## src/rtl/spi_pkg.sv

```systemverilog
// Shared types and constants for the SPI serial-clock generator.
// Imported by the half-period counter and the top.
package spi_pkg;

  localparam int SPI_DIV_W = 8;
  localparam int SPI_CNT_W = 6;

  localparam logic CPHA_LEAD_SAMPLE = 1'b0;
  localparam logic CPHA_LEAD_SHIFT  = 1'b1;

  typedef enum logic [1:0] {
    ST_IDLE  = 2'd0,
    ST_RUN   = 2'd1,
    ST_GUARD = 2'd2
  } spi_state_e;

endpackage

```

## src/rtl/spi_halfper_cnt.sv

```systemverilog
// Half-period counter: clear beats enable, terminal flag when
// the count equals the latched divider.
module spi_halfper_cnt #(
  parameter int W = 8
) (
  input  logic         clk,
  input  logic         rst,
  input  logic         clr_i,
  input  logic         en_i,
  input  logic [W-1:0] term_i,
  output logic         tc_o
);

  logic [W-1:0] cnt_q;
  logic [W-1:0] cnt_d;

  always_comb begin
    cnt_d = cnt_q;
    if (clr_i) begin
      cnt_d = '0;
    end else if (en_i) begin
      cnt_d = cnt_q + W'(1);
    end
  end

  always_ff @(posedge clk or negedge rst) begin
    if (!rst) begin
      cnt_q <= '0;
    end else begin
      cnt_q <= cnt_d;
    end
  end

  assign tc_o = (cnt_q == term_i);

endmodule

```

## src/rtl/spi_sclk_gen.sv

```systemverilog
// SPI SCLK generator: runtime divider, CPOL/CPHA, bit count,
// lead/trail strobes and mode-resolved sample/shift enables.
module spi_sclk_gen
  import spi_pkg::*;
#(
  parameter int   DIV_W    = SPI_DIV_W,
  parameter int   CNT_W    = SPI_CNT_W,
  parameter logic SCLK_RST = 1'b1
) (
  input  logic             clk,
  input  logic             rst,
  input  logic             start,
  input  logic             abort,
  input  logic             cpol,
  input  logic             cpha,
  input  logic [DIV_W-1:0] div,
  input  logic [CNT_W-1:0] num_bits,
  output logic             sclk,
  output logic             lead_edge,
  output logic             trail_edge,
  output logic             sample_en,
  output logic             shift_en,
  output logic             busy,
  output logic             done
);

  spi_state_e       state_q, state_d;
  logic             sclk_q, sclk_d;
  logic             lead_q, lead_d;
  logic             trail_q, trail_d;
  logic             samp_q, samp_d;
  logic             shift_q, shift_d;
  logic             busy_q, busy_d;
  logic             done_q, done_d;
  logic             phase_q, phase_d;
  logic [CNT_W-1:0] bits_q, bits_d;
  logic [CNT_W-1:0] nbits_q, nbits_d;
  logic [DIV_W-1:0] div_q, div_d;
  logic             cpol_q, cpol_d;
  logic             cpha_q, cpha_d;

  logic cnt_clr;
  logic cnt_en;
  logic tc;
  logic last_bit;

  spi_halfper_cnt #(
    .W(DIV_W)
  ) u_hp (
    .clk   (clk),
    .rst   (rst),
    .clr_i (cnt_clr),
    .en_i  (cnt_en),
    .term_i(div_q),
    .tc_o  (tc)
  );

  assign last_bit = ((bits_q + CNT_W'(1)) == nbits_q);

  always_comb begin
    state_d = state_q;
    sclk_d  = sclk_q;
    lead_d  = 1'b0;
    trail_d = 1'b0;
    samp_d  = 1'b0;
    shift_d = 1'b0;
    busy_d  = busy_q;
    done_d  = 1'b0;
    phase_d = phase_q;
    bits_d  = bits_q;
    nbits_d = nbits_q;
    div_d   = div_q;
    cpol_d  = cpol_q;
    cpha_d  = cpha_q;
    cnt_clr = 1'b0;
    cnt_en  = 1'b0;

    unique case (state_q)
      ST_IDLE: begin
        sclk_d = cpol_q;
        if (start && (num_bits != '0)) begin
          cpol_d  = cpol;
          cpha_d  = cpha;
          div_d   = div;
          nbits_d = num_bits;
          bits_d  = '0;
          phase_d = 1'b0;
          cnt_clr = 1'b1;
          sclk_d  = cpol;
          busy_d  = 1'b1;
          state_d = ST_RUN;
        end
      end
      ST_RUN: begin
        cnt_en = 1'b1;
        if (tc) begin
          cnt_clr = 1'b1;
          sclk_d  = ~sclk_q;
          phase_d = ~phase_q;
          if (!phase_q) begin
            lead_d = 1'b1;
            if (cpha_q == CPHA_LEAD_SAMPLE) begin
              samp_d = 1'b1;
            end else begin
              shift_d = 1'b1;
            end
          end else begin
            trail_d = 1'b1;
            bits_d  = bits_q + CNT_W'(1);
            if (cpha_q == CPHA_LEAD_SAMPLE) begin
              shift_d = ~last_bit;
            end else begin
              samp_d = 1'b1;
            end
            if (last_bit) begin
              state_d = ST_GUARD;
            end
          end
        end
      end
      ST_GUARD: begin
        cnt_en = 1'b1;
        if (tc) begin
          cnt_clr = 1'b1;
          done_d  = 1'b1;
          busy_d  = 1'b0;
          state_d = ST_IDLE;
        end
      end
      default: begin
        state_d = ST_IDLE;
        busy_d  = 1'b0;
      end
    endcase

    // Abort wins over everything, including a same-cycle start.
    if (abort) begin
      state_d = ST_IDLE;
      sclk_d  = cpol_q;
      lead_d  = 1'b0;
      trail_d = 1'b0;
      samp_d  = 1'b0;
      shift_d = 1'b0;
      busy_d  = 1'b0;
      done_d  = 1'b0;
      cpol_d  = cpol_q;
      cpha_d  = cpha_q;
      div_d   = div_q;
      nbits_d = nbits_q;
      cnt_clr = 1'b1;
    end
  end

  always_ff @(posedge clk or negedge rst) begin
    if (!rst) begin
      state_q <= ST_IDLE;
      sclk_q  <= SCLK_RST;
      lead_q  <= 1'b0;
      trail_q <= 1'b0;
      samp_q  <= 1'b0;
      shift_q <= 1'b0;
      busy_q  <= 1'b0;
      done_q  <= 1'b0;
      phase_q <= 1'b0;
      bits_q  <= '0;
      nbits_q <= '0;
      div_q   <= '0;
      cpol_q  <= SCLK_RST;
      cpha_q  <= 1'b0;
    end else begin
      state_q <= state_d;
      sclk_q  <= sclk_d;
      lead_q  <= lead_d;
      trail_q <= trail_d;
      samp_q  <= samp_d;
      shift_q <= shift_d;
      busy_q  <= busy_d;
      done_q  <= done_d;
      phase_q <= phase_d;
      bits_q  <= bits_d;
      nbits_q <= nbits_d;
      div_q   <= div_d;
      cpol_q  <= cpol_d;
      cpha_q  <= cpha_d;
    end
  end

  assign sclk       = sclk_q;
  assign lead_edge  = lead_q;
  assign trail_edge = trail_q;
  assign sample_en  = samp_q;
  assign shift_en   = shift_q;
  assign busy       = busy_q;
  assign done       = done_q;

endmodule

```

## config.mk

```make
export PLATFORM = sky130hd
export DESIGN_NAME = spi_sclk_gen
export DESIGN_NICKNAME = d
export VERILOG_FILES = /design/src/rtl/spi_pkg.sv /design/src/rtl/spi_halfper_cnt.sv /design/src/rtl/spi_sclk_gen.sv
export SDC_FILE = /design/constraint.sdc
export NUM_CORES = 1
export LEC_CHECK = 0
export CAP_MARGIN = 20
export CORE_UTILIZATION = 59
export DETAILED_ROUTE_END_ITERATION = 16
export PLACE_DENSITY = 0.81
export SLEW_MARGIN = 20
export SYNTH_ARGS = -nofsm -noshare
export SYNTH_HDL_FRONTEND = slang
export SYNTH_SLANG_ARGS = --single-unit
```

## constraint.sdc

```tcl
create_clock -name clk -period 5.24 [get_ports clk]
set_input_delay 1.31 -clock clk [delete_from_list [all_inputs] [get_ports clk]]
set_output_delay 1.31 -clock clk [all_outputs]
set_load 0.02 [all_outputs]
```

Word level (Yosys, flattened, before mapping)
Index checks and enable logic that the tools add are counted.
{"block": "classes", "add_sub_neg": 2, "n_eq_ne": 13, "muxes": 50, "bitwise_logic": 4, "n_reduce_logical": 14}
{"operator": "2-to-1 mux 1 bit", "n": 33}
{"operator": "2-to-1 mux 6 bit", "n": 3}
{"operator": "2-to-1 mux 8 bit", "n": 2}
{"operator": "inequality test 3 bit (second input constant)", "n": 5}
{"operator": "2-to-1 mux 2 bit", "n": 6}
{"operator": "one-hot mux 6 bit (2 select lines)", "n": 1}
{"operator": "AND reduction 3 bit", "n": 3}
{"operator": "adder 8 x 1 -> 8 bit (second input constant)", "n": 1}
{"operator": "== test 8 bit", "n": 1}
{"operator": "inequality test 2 bit (second input constant)", "n": 4}
{"operator": "adder 6 x 1 -> 6 bit (second input constant)", "n": 1}
{"operator": "== test 6 bit", "n": 1}
{"operator": "one-hot mux 1 bit (2 select lines)", "n": 3}
{"operator": "one-hot mux 2 bit (3 select lines)", "n": 1}
{"operator": "nonzero test 6 bit", "n": 1}
{"operator": "AND reduction 5 bit", "n": 1}
{"operator": "inverter 1 bit", "n": 4}
{"operator": "AND reduction 2 bit", "n": 2}
{"operator": "AND reduction 4 bit", "n": 1}
{"operator": "nonzero test 2 bit", "n": 2}
{"operator": "one-hot mux 1 bit (3 select lines)", "n": 1}
{"operator": "nonzero test 3 bit", "n": 1}
{"operator": "== test 2 x 1 -> 1 bit (second input constant)", "n": 1}
{"operator": "== test 2 bit (second input constant)", "n": 1}
{"operator": "3 further kinds", "n": 3}
{"block": "totals", "regBits": 40, "wordCells": 98}

Depth between registers and ports, before layout
Gate-level depths: netlist of the first run.
{"block": "logic_depth", "word_depth": 8, "ltp_mapped": 8}

Hierarchy
A second synthesis of the first run with hierarchy kept.
{"block": "hier_totals", "cells_unflattened": 195, "hier_area_um2": 2132.0}
{"mod": "spi_sclk_gen", "instances": 1, "cells_each": 146, "area_per_inst_um2": 1655.3, "seq_area_each_um2": 803.3}
{"mod": "spi_halfper_cnt", "instances": 1, "cells_each": 49, "area_per_inst_um2": 476.7, "seq_area_each_um2": 200.2}

Worst setup path before layout of the first run
OpenSTA, ideal clock, no wires.
{"block": "synth_timing", "kind": "input to register", "startpoint": "in num_bits[1]", "endpoint": "reg cpha_q", "t_arrival_ns": 2.830, "required_ns": 5.115, "slack_ns": 2.285, "stages": 5, "path_buffers": 1, "path_cell_list": "or4_4 > o31a_1 > nand3b_2 > buf_4 > mux2_2"}
{"block": "synth_between", "elab_chain_len": 3}
{"item": "start, declared", "line": "spi_sclk_gen.sv:17", "rtl": "input logic [CNT_W-1:0] num_bits,"}
{"item": "nonzero test 6 bit", "line": "spi_sclk_gen.sv:81", "rtl": "if (start && (num_bits != '0)) begin"}
{"item": "logical AND 1 bit", "line": "spi_sclk_gen.sv:81"}
{"item": "AND reduction 3 bit (no source line)"}
{"item": "end signal, assigned", "line": "spi_sclk_gen.sv:184", "rtl": "cpha_q <= cpha_d;"}
{"item": "end, declared", "line": "spi_sclk_gen.sv:40", "rtl": "logic cpha_q, cpha_d;"}
Every way passes these cells.
A chain may end at the register's enable or synchronous reset.

Worst setup path in the final report of the first run
{"block": "layout_timing", "startpoint": "in num_bits[1]", "endpoint": "reg bits_q[2]"}
{"block": "layout_between", "elab_chain_len": 4}
{"item": "nonzero test 6 bit", "line": "spi_sclk_gen.sv:81"}
{"item": "logical AND 1 bit", "line": "spi_sclk_gen.sv:81"}
{"item": "inequality test 2 bit (no source line)"}
{"item": "AND reduction 4 bit (no source line)"}
{"item": "end signal, assigned", "line": "spi_sclk_gen.sv:180", "rtl": "bits_q <= bits_d;"}
{"item": "end, declared", "line": "spi_sclk_gen.sv:36", "rtl": "logic [CNT_W-1:0] bits_q, bits_d;"}
Every way passes these cells.

==> results of run 1 <==
[registers in the layout (all words and copies together) (netlist names)]
register	flops
sample_en	1
shift_en	1
nbits_q	6
div_q	8
u_hp.cnt_q	8
cpha_q	1
busy	1
phase_q	1
state_q	2
done	1
trail_edge	1
bits_q	6
cpol_q	1
sclk	1
lead_edge	1
[kinds of logic after synthesis]
group	after synthesis
muxes	20
xor gates and xnor gates	25
and+or+nand+nor	61
DFF	40
buffers and inverters	10
AOI/OAI and AO/OA	28
adders and majority gates	7
[metrics by stage]
step                      hold WS (ns)  cells
after CTS                        0.514    264
after global routing             0.546    264
after floorplan                  0.469    191
final                            0.507    264
after detailed placement         0.496    256
after global placement           0.488    256
[critical path: cells and delay by family]
family          cells  cell delay (ns)
compound gates      4             0.97
buf+inv             1             0.43
simple gates        2             0.72
[final timing paths]
| path | startpoint | to | slack [ns] | cells after the start |
|---|---|---|---|---|
| max | num_bits[1] | bits_q[2]$_DFFE_PN0P_ | 2.08 | 7 |
| max reg2reg | u_hp.cnt_q[0]$_DFFE_PN0P_ | u_hp.cnt_q[7]$_DFFE_PN0P_ | 2.89 | 6 |
| min in group asynchronous | rst | bits_q[4]$_DFFE_PN0P_ | 1.06 | 1 |
| min reg2reg | bits_q[5]$_DFFE_PN0P_ | bits_q[5]$_DFFE_PN0P_ | 0.51 | 1 |
| min | bits_q[5]$_DFFE_PN0P_ | bits_q[5]$_DFFE_PN0P_ | 0.51 | 1 |
| max in group asynchronous | rst | div_q[6]$_DFFE_PN0P_ | 3.65 | 1 |
[where the power goes]
group | switching (mW) | internal (mW)
Combinational | 0.170 | 0.191
Sequential | 0.0732 | 0.395
Clock | 0.0964 | 0.0639
Total | 0.340 | 0.649
[routing by layer]
layer  up-vias  track usage [%]  wire, um
met2        38             39.6      2010
met5         -                0         0
met4         0             7.85        42
met1       724             28.6      1820
li1        726                -         -
met3         5             4.04       112
[cell usage after synthesis (4+ instances only)]
cell / instances / area share [%]
mux2_2: 17 / 8.9
a21oi_1: 5 / 1.2
ha_1: 7 / 4.1
o21bai_1: 4 / 1.4
dfrtp_1: 38 / 44
nand4_1: 6 / 1.8
nand2_1: 13 / 2.3
nand2b_1: 5 / 1.5
o21ai_0: 5 / 1.2
xor2_1: 17 / 6.9
xnor2_1: 8 / 3.3
nor2_1: 12 / 2.1
[cell type report]
type                    instances  area, um^2
repair buffers                 26         255
clock inverters                 2        10.0
flip-flops and latches         40        1000
multi-input cells             141        1090
well taps                      46        57.6
inverters                       3        11.3
clock buffers                   6        51.3
fillers                       255         940
==> out/metrics.csv, run 1 <==
stage,metric,value,unit
run_status,status,completed,
finish,"Core Util, Final",72.5,%
routing,Pre-antenna DRT Iters,4,
global_routing,antenna violations before repair,0,
routing,via count,1493,
logic_synthesis,largest family of logic cells by synthesized area,simple AND/OR/NAND/NOR gates,
sta,unrepaired setup endpoints after global routing,false,
cts,PostCTS Resize Cnt,0,
global_routing,global route overflow,0,
power,Leakage,1.07,nW
routing,DRT Wirelength,3980,um
logic_synthesis,post-synthesis mux area share,10.3,%
sta,Final Max Tran Viols,0,
placement,I/O Buffers,26,
cts,H-tree depth,2,
logic_synthesis,synth unique cells,44,
global_routing,GRT Total Usage,22.8,%
sta,Final Hold Fails,0,
setup_path,Startpoint Class,input pin,
logic_synthesis,synthesized area per cell,11.2,um^2
placement,dpl ws,1.70,ns
finish,synthesis-to-layout area growth,15.5,%
setup_path,Worst Setup Path Type,in -> reg,
setup_path,"Slowest-stage cell, CP",or4_4,
logic_synthesis,Yosys reg bits,40,
global_routing,global-route wire length before repair,6820,um
logic_synthesis,Post-Synth Simple-Gate Area,15.7,%
routing,# DRC,0,
cts,clock transition at the registers of the reported paths,0.11,ns
floorplanning,effective utilization at floorplan,62.7,%
logic_synthesis,Post-Syn Area,2140,um^2
sta,worst slew pin tran,0.839,ns
logic_synthesis,register area share after synthesis,46.8,%
floorplanning,IO Pins,27,
routing,DR WL/cell,15.1,um
floorplanning,chip width,62.3,um
floorplanning,die height,62.3,um
cts,TritonCTS buffer count,5,
power,Pwr per Cell Area,399,nW/um^2
finish,"commonest non-fill, non-tap cell in the layout",dfrtp_1,
finish,Antenna Cells,0,
routing,Final ANT Viol Nets,0,
logic_synthesis,fraction of synthesized cell area in xor and xnor cells,10.2,%
logic_synthesis,synthesized instance count,191,
cts,CTS Hold Buffers Added,0,
logic_synthesis,Synth Net Count,218,
sta,period utilization,60.3,%
setup_path,largest fanout on the critical path,8,
logic_synthesis,Post-synth EDFFs,0,
setup_path,Worst Path Required,5.52,ns
setup_path,CP cell instances,"clkdlybuf4s50_1, or4_4, o31ai_4, nand2_2, a41oi_4, o21bai_1, a21o_1",
sta,fmax,0.317,GHz
logic_synthesis,Synth Area in Adders,4.09,%
sta,Final setup viols,0,
cts,setup bufs post-CTS,0,
logic_synthesis,Most used DFF post-synth,dfrtp_1,
global_routing,vias in the first global route,1528,
finish,most frequent cells in the layout,"38 x dfrtp_1, 25 x clkdlybuf4s50_1, 17 x xor2_1, 17 x mux2_2, 13 x nand2_1",
placement,"Cell Area, Placed",2410,um^2
sta,clock skew,0.00636,ns
placement,gpl congestion,0.841,
cts,CTS Buffer Depth,2,
cts,worst skew pair latency,0.34,ns
sta,setup TNS,0,ns
placement,HPWL Detailed,3040,um
hold_path,min-delay worst type,reg -> reg,
floorplanning,die area,3880,um^2
finish,fraction of layout instances using a drive strength above 1,16.1,%
cts,# clock sinks,40,
floorplanning,Core Area,3420,um^2
setup_path,Worst path max stage delay,0.57,ns
setup_path,CP Capture Type,flip-flop,
flow_run,max_cap viols,0,
power,total power draw,0.989,mW
routing,Starting DRT DRC Count,78,
routing,average via count per standard cell,5.66,
logic_synthesis,Compound-Gate Fraction of Synth Area,10.4,%
sta,worst setup margin,2.08,ns
global_routing,pin count of the biggest net entering global routing,41,
setup_path,CP Data Arrival Time,3.44,ns
sta,post-layout minimum cycle time,3.16,ns
logic_synthesis,Async SR Flop Fraction,100,%
floorplanning,num rows,21,
sta,Slew HR,44.1,%
cts,root buf cell,clkbuf_4,
logic_synthesis,YS warnings,0,
cts,CTS tree,done,
finish,final net count,244,
power,peak supply drop,0.223,mV
finish,"Design Area, Final",2480,um^2
Note: power is estimated with default switching activity, not from simulation.
==> run 2: changes to the inputs <==
--- a/config.mk
+++ b/config.mk
@@ -6,9 +6,9 @@
 export NUM_CORES = 1
 export LEC_CHECK = 0
 export CAP_MARGIN = 20
-export CORE_UTILIZATION = 59
+export CORE_UTILIZATION = 50
 export DETAILED_ROUTE_END_ITERATION = 16
-export PLACE_DENSITY = 0.81
+export PLACE_DENSITY = 0.73
 export SLEW_MARGIN = 20
 export SYNTH_ARGS = -nofsm -noshare
 export SYNTH_HDL_FRONTEND = slang
==> constraint.sdc (replaced) <==
create_clock -name clk -period 2.6 [get_ports clk]
set_input_delay 0.65 -clock clk [delete_from_list [all_inputs] [get_ports clk]]
set_output_delay 0.65 -clock clk [all_outputs]
set_load 0.02 [all_outputs]
==> run 2 against run 1 <==
  * Via count rose by 3.5%
  * Routed wire length rose by 4.8%
  * Power rose by 120%
  * Combinational power rose by 110%
  * Highest routed layer unchanged
  * Utilization fell by 8.3 points
  * Largest power group unchanged
  * Critical path type unchanged
==> out/metrics.csv, run 2 (synthesis gave the netlist of run 1 again) <==
stage,metric,value,unit,change
sta,worst setup margin,0.143,ns,-1.94 ns
sta,Final Max Tran Viols,0,,unchanged
setup_path,"delay-heaviest family, CP",compound AO/OA/AOI/OAI gates,,
sta,worst slew pin tran,0.871,ns,+0.0323 ns
sta,unrepaired setup endpoints after global routing,false,,
routing,DR WL/cell,15.1,um,-0.12%
placement,HPWL Detailed,3180,um,+4.6%
power,peak supply drop,0.449,mV,+100%
setup_path,Worst path max stage delay,0.56,ns,about the same
sta,Final setup viols,0,,unchanged
routing,DRT Wirelength,4170,um,+4.8%
run_status,status,completed,,
power,Leakage,1.14,nW,+6.2%
sta,WHS,0.457,ns,-0.0500 ns
power,NetSw,0.710,mW,+110%
global_routing,vias in the first global route,1510,,-1.2%
setup_path,CP cell instances,"clkdlybuf4s50_1, or4_4, o31a_1, and3_4, a41oi_4, o21bai_1, o2bb2ai_1",,
sta,period utilization,94.5,%,
power,total power draw,2.14,mW,+120%
global_routing,global route overflow,0,,unchanged
global_routing,GRT Total Usage,21.0,%,-1.7 points
cts,CTS Hold Buffers Added,0,,unchanged
floorplanning,IO Pins,27,,unchanged
sta,Final Hold Fails,0,,unchanged
floorplanning,effective utilization at floorplan,52.8,%,-9.9 points
placement,dpl ws,-0.166,ns,-1.87 ns
routing,Pre-antenna DRT Iters,4,,unchanged
sta,Slew HR,41.9,%,-2.2 points
finish,synthesis-to-layout area growth,21.5,%,
placement,dpl cells,269,,+5.1%
sta,clock skew,0.00771,ns,+0.00135 ns
power,Combinational Power Share,36.1,%,-0.4 points
finish,"commonest non-fill, non-tap cell in the layout",dfrtp_1,,
global_routing,pin count of the biggest net entering global routing,41,,unchanged
setup_path,Startpoint Class,input pin,,
cts,worst skew pair latency,0.30,ns,-0.04 ns
setup_path,CP Data Arrival Time,2.68,ns,-0.76 ns
global_routing,global-route wire length before repair,7000,um,+2.5%
power,Pwr per Cell Area,821,nW/um^2,+110%
hold_path,min-delay worst type,in -> async,,
finish,Layout fillers,303,,+19%
sta,post-layout minimum cycle time,2.46,ns,
global_routing,antenna violations before repair,0,,unchanged
cts,CTS Buffer Depth,2,,unchanged
finish,fin cells,277,,+4.9%
cts,H-tree depth,2,,unchanged
power,Internal Power,1.43,mW,+120%
floorplanning,die height,67.5,um,+8.4%
floorplanning,num rows,23,,+9.5%
routing,Final ANT Viol Nets,0,,unchanged
power,sequential power share,44.2,%,-3.1 points
setup_path,Worst Path Required,2.82,ns,-2.70 ns
finish,final net count,253,,+3.7%
cts,clock transition at the registers of the reported paths,0.07,ns,-0.04 ns
flow_run,max_cap viols,0,,unchanged
setup_path,"Slowest-stage cell, CP",or4_4,,
placement,gpl congestion,0.797,,-5.2%
cts,root buf cell,clkbuf_8,,
routing,Starting DRT DRC Count,64,,-18%
cts,# clock sinks,40,,unchanged
power,Clock power frac,19.7,%,+3.5 points
placement,I/O Buffers,26,,unchanged
sta,fmax,0.407,GHz,
floorplanning,Core Area,4060,um^2,+19%
cts,TritonCTS buffer count,5,,unchanged
finish,fraction of layout instances using a drive strength above 1,19.4,%,+3.3 points
floorplanning,chip width,67.5,um,+8.4%
routing,via count,1545,,+3.5%
cts,CTS tree,done,,
setup_path,Worst Path Buf+Inv,1,,unchanged
cts,setup bufs post-CTS,0,,unchanged
setup_path,Worst Setup Path Type,in -> reg,,
routing,average via count per standard cell,5.58,,-1.4%
routing,# DRC,0,,unchanged
setup_path,CP Capture Type,flip-flop,,
power,switch share,33.2,%,-1.2 points
finish,most frequent cells in the layout,"38 x dfrtp_1, 25 x clkdlybuf4s50_1, 17 x xor2_1, 17 x mux2_2, 13 x nand2_1",,
cts,PostCTS Resize Cnt,0,,unchanged
finish,largest registers,"div_q x8, u_hp.cnt_q x8",,
setup_path,largest fanout on the critical path,8,,unchanged
floorplanning,die area,4550,um^2,+17%
finish,Antenna Cells,0,,unchanged
==> run 2: cell types whose count changed in the layout (fill, tap and decap cells not counted) <==
cell / before / now
buf_12: 0 / 2
clkbuf_8: 1 / 6
buf_4: 0 / 7
clkbuf_4: 5 / 0
==> run 2: layout make-up <==
| cell class | count | area, um^2 | share of cell area (%) |
|---|---|---|---|
| Sequential cell | 40 | 1000 | 38.5 |
| Clock inverter | 2 | 10.0 | 0.384 |
| Tap cell | 50 | 62.6 | 2.40 |
| Inverter | 3 | 11.3 | 0.432 |
| Clock buffer | 6 | 82.6 | 3.17 |
| Timing Repair Buffer | 35 | 348 | 13.4 |
| Multi-Input combinational cell | 141 | 1090 | 41.7 |
==> run 2: final timing paths <==
check | start | endpoint | slack (ns) | depth (start not counted)
min | rst | bits_q[0]$_DFFE_PN0P_ | 0.46 | 1
min reg2reg | bits_q[5]$_DFFE_PN0P_ | bits_q[5]$_DFFE_PN0P_ | 0.50 | 1
max in group asynchronous | rst | nbits_q[1]$_DFFE_PN0P_ | 1.58 | 1
max | num_bits[1] | bits_q[4]$_DFFE_PN0P_ | 0.14 | 7
max reg2reg | u_hp.cnt_q[0]$_DFFE_PN0P_ | u_hp.cnt_q[7]$_DFFE_PN0P_ | 0.33 | 6
min in group clk | bits_q[5]$_DFFE_PN0P_ | bits_q[5]$_DFFE_PN0P_ | 0.50 | 1
==> run 2: layer usage <==
layer / routed length (um) / global-route usage [%] / up-vias
li1: - / - / 742
met1: 1850 / 27.4 / 762
met2: 2120 / 33.3 / 37
met3: 172 / 6.08 / 4
met4: 34 / 6.91 / 0
met5: 0 / 0 / -
==> run 2: power by group through the flow <==
stage / Clock, mW / Sequential, mW / Combinational [mW]
final: 0.422 / 0.945 / 0.772
after global routing: 0.460 / 0.971 / 0.856
after CTS: 0.435 / 0.947 / 0.777
after detailed placement: 0 / 0.959 / 0.775
after global placement: 0 / 0.949 / 0.746
after floorplan: 0 / 0.927 / 0.562
==> run 2: metrics by stage <==
step	setup TNS (ns)	utilization (%)	area, um^2
detailed placement	-2.36	61.9	2510
CTS	0	64.2	2610
finish	0	64.2	2610
floorplan	0	-	2140
global placement	-1.57	61.9	2510
global route	0	64.2	2610
==> run 3: changes to the inputs <==
--- a/config.mk
+++ b/config.mk
@@ -6,10 +6,12 @@
 export NUM_CORES = 1
 export LEC_CHECK = 0
 export CAP_MARGIN = 20
-export CORE_UTILIZATION = 50
+export CORE_UTILIZATION = 49
+export CTS_BUF_LIST = sky130_fd_sc_hd__clkbuf_8 sky130_fd_sc_hd__clkbuf_16
 export DETAILED_ROUTE_END_ITERATION = 16
-export PLACE_DENSITY = 0.73
+export PLACE_DENSITY = 0.72
 export SLEW_MARGIN = 20
 export SYNTH_ARGS = -nofsm -noshare
 export SYNTH_HDL_FRONTEND = slang
+export SYNTH_HIERARCHICAL = 1
 export SYNTH_SLANG_ARGS = --single-unit
==> run 3 against run 2 <==
  * Hold slack improved by 0.014 ns
  * Non-clock buffer count decreased by 2
  * Sequential power decreased by 8.1%
  * Routed wire length decreased by 1.1%
  * Clock power decreased by 4%
  * Synthesized cell count increased by 2.1%
  * Sequential cell count unchanged
  * Sequential share of layout area increased by 1.2 points
  * Power decreased by 14%
  * Critical endpoint is now state_q[0]$_DFFE_PN0P_
  * Highest routed layer unchanged
==> out/metrics.csv, run 3 <==
stage,metric,value,unit,change
logic_synthesis,Yosys reg bits,40,,unchanged
sta,Final Hold Fails,0,,unchanged
floorplanning,num rows,23,,unchanged
logic_synthesis,synth unique cells,45,,+2.3%
logic_synthesis,Synth top area share,44.6,%,+0.23 points
finish,Layout fillers,336,,+11%
cts,TritonCTS buffer count,5,,unchanged
cts,root buf cell,clkbuf_8,,
logic_synthesis,"area leader, netlist",dfrtp_1,,
logic_synthesis,synthesized area per cell,10.9,um^2,-2.6%
logic_synthesis,Most used DFF post-synth,dfrtp_1,,
sta,unrepaired setup endpoints after global routing,false,,
logic_synthesis,"top cells by count, synth","38 x dfrtp_1, 16 x nor2_1, 15 x xnor2_1, 13 x mux2_2, 12 x nand2_1",,
run_status,status,completed,,
power,peak supply drop,0.342,mV,-24%
flow_run,max_cap viols,0,,unchanged
global_routing,pin count of the biggest net entering global routing,41,,unchanged
routing,Final ANT Viol Nets,0,,unchanged
global_routing,global-route wire length before repair,6870,um,-1.8%
routing,DRT Wirelength,4130,um,-1.1%
hold_path,min-delay worst type,in -> async,,
setup_path,Worst Path Required,2.80,ns,-0.02 ns
placement,dpl ws,-0.205,ns,-0.0391 ns
global_routing,vias in the first global route,1593,,+5.5%
floorplanning,die area,4620,um^2,+1.5%
routing,average via count per standard cell,5.52,,-1.1%
placement,dpl cells,269,,unchanged
floorplanning,Core Area,4090,um^2,+0.71%
sta,post-layout minimum cycle time,2.50,ns,+0.0471 ns
logic_synthesis,synthesized instance count,195,,+2.1%
placement,I/O Buffers,26,,unchanged
sta,fmax,0.399,GHz,-1.9%
power,Leakage,1.08,nW,-4.9%
finish,"commonest non-fill, non-tap cell in the layout",dfrtp_1,,
cts,setup bufs post-CTS,0,,unchanged
cts,worst skew pair latency,0.28,ns,-0.02 ns
global_routing,antenna violations before repair,0,,unchanged
sta,setup TNS,0,ns,unchanged
finish,largest registers,"div_q x8, u_hp/cnt_q x8",,
routing,DR WL/cell,14.9,um,-1.1%
routing,Pre-antenna DRT Iters,4,,unchanged
cts,PostCTS Resize Cnt,0,,unchanged
finish,final net count,253,,unchanged
cts,CTS Hold Buffers Added,0,,unchanged
floorplanning,die height,68.0,um,+0.73%
logic_synthesis,Post-synth EDFFs,0,,unchanged
finish,most frequent cells in the layout,"38 x dfrtp_1, 25 x clkdlybuf4s50_1, 16 x nor2_1",,
setup_path,CP cell instances,"clkdlybuf4s50_1, or4_4, buf_4, o31ai_2, a221oi_2, nor2_2, a21boi_2, mux2i_1",,
setup_path,Startpoint Class,input pin,,
routing,# DRC,0,,unchanged
setup_path,largest fanout on the critical path,3,,-5
sta,worst setup margin,0.0959,ns,-0.0471 ns
setup_path,R2R Setup Slk,0.43,ns,+0.10 ns
floorplanning,IO Pins,27,,unchanged
setup_path,Worst Setup Path Type,in -> reg,,
finish,fin cells,277,,unchanged
setup_path,CP Data Arrival Time,2.71,ns,+0.03 ns
placement,gpl congestion,0.801,,+0.55%
cts,CTS tree,done,,
logic_synthesis,YS warnings,6,,+6
setup_path,"Slowest-stage cell, CP",or4_4,,
sta,Final Max Tran Viols,0,,unchanged
setup_path,Reg2Reg Launch Point,u_hp/cnt_q[2]$_DFFE_PN0P_,,
setup_path,Worst path max stage delay,0.55,ns,about the same
sta,clock skew,0.00573,ns,-0.00198 ns
logic_synthesis,Synth Net Count,222,,+1.8%
finish,Antenna Cells,0,,unchanged
logic_synthesis,Synth area leaders,"dfrtp_1 45%, mux2_2 6.9%, xnor2_1 6.2%, ha_1 4.1%, nor2_1 2.8%",,
logic_synthesis,Post-Syn Area,2130,um^2,-0.53%
logic_synthesis,register area share after synthesis,47.1,%,+0.25 points
placement,HPWL Detailed,3130,um,-1.6%
sta,Final setup viols,0,,unchanged
sta,Slew HR,41.4,%,-0.58 points
finish,synthesis-to-layout area growth,18.6,%,
setup_path,CP startpoint,num_bits[1],,
cts,CTS Buffer Depth,2,,unchanged
sta,period utilization,96.3,%,+1.8 points
global_routing,GRT Total Usage,19.9,%,-1.1 points
cts,# clock sinks,40,,unchanged
sta,WHS,0.471,ns,+0.0136 ns
floorplanning,chip width,68.0,um,+0.73%
power,total power draw,1.84,mW,-14%
floorplanning,effective utilization at floorplan,52.2,%,-0.65 points
setup_path,CP Capture Type,flip-flop,,
routing,Starting DRT DRC Count,60,,-6.3%
cts,H-tree depth,2,,unchanged
global_routing,global route overflow,0,,unchanged
cts,clock transition at the registers of the reported paths,0.07,ns,about the same
finish,fraction of layout instances using a drive strength above 1,18.9,%,-0.44 points
logic_synthesis,top-count cell post-synth,dfrtp_1,,
sta,worst slew pin tran,0.880,ns,+0.00870 ns
routing,via count,1528,,-1.1%
logic_synthesis,Async SR Flop Fraction,100,%,unchanged
power,Pwr per Cell Area,727,nW/um^2,-11%
-- run 3: changes by cell type in the layout (fill, tap and decap cells not counted), sizes merged, moves of 4 or more --
| cell | previous run | this run |
|---|---|---|
| xnor2 | 8 | 15 |
| or3 | 0 | 4 |
| xor2 | 17 | 6 |
| nor2 | 12 | 18 |
| a21oi | 5 | 11 |
| nand3b | 4 | 0 |
| inv | 3 | 9 |
| o21ai | 6 | 12 |
-- run 3: where the power goes --
part | leakage (nW) | internal, mW | switching [mW]
clock | 0.0538 | 0.208 | 0.198
combinational | 0.516 | 0.296 | 0.268
sequential | 0.513 | 0.757 | 0.111
-- run 3: final cells by class --
cell class	count	area (um^2)	area share [%]
Clock buffer	6	82.6	3.27
Clock inverter	2	7.51	0.297
Tap cell	50	62.6	2.47
Inverter	7	26.3	1.04
Timing Repair Buffer	33	308	12.2
Sequential cell	40	1000	39.7
Multi-Input combinational cell	139	1040	41.1
-- run 3: through the flow --
stage                     instance area, um^2  util, %
after floorplan                          2130        -
after global placement                   2440     59.7
after detailed placement                 2440     59.7
after CTS                                2530     61.9
after global routing                     2530     61.9
final                                    2530     61.9
-- run 3: layer usage --
layer	global-route usage [%]	vias to the layer above	wire length (um)	part of all wire (%)
li1	-	742	-	-
met1	22.8	759	1720	42
met2	36.4	22	2260	55
met3	4.17	5	122	3.0
met4	6.77	0	27	0.65
met5	0	-	0	0
-- run 3: logic make-up after synthesis --
kind of cell | synth area share, %
AND/OR/NAND/NOR | 12.9
flip-flops | 47.1
AO/OA/AOI/OAI | 12.1
XOR/XNOR | 8.63
multiplexers | 10.9
buffers and inverters | 4.23
adder cells (fa/ha/maj) | 4.11
-- run 3: critical path, delay by kind of cell --
family	cells	cell delay, ns
mux	1	0.19
compound gates	3	0.62
buf+inv	2	0.57
simple gates	2	0.67
-- run 3: path summary, 6_finish.rpt --
| path | end | depth (start not counted) |
|---|---|---|
| min reg2reg | busy$_DFFE_PN0P_ | 1 |
| max | state_q[0]$_DFFE_PN0P_ | 8 |
| max in group asynchronous | u_hp/cnt_q[0]$_DFFE_PN0P_ | 1 |
| max reg2reg | bits_q[4]$_DFFE_PN0P_ | 10 |
| min in group clk | busy$_DFFE_PN0P_ | 1 |
| min | bits_q[0]$_DFFE_PN0P_ | 1 |
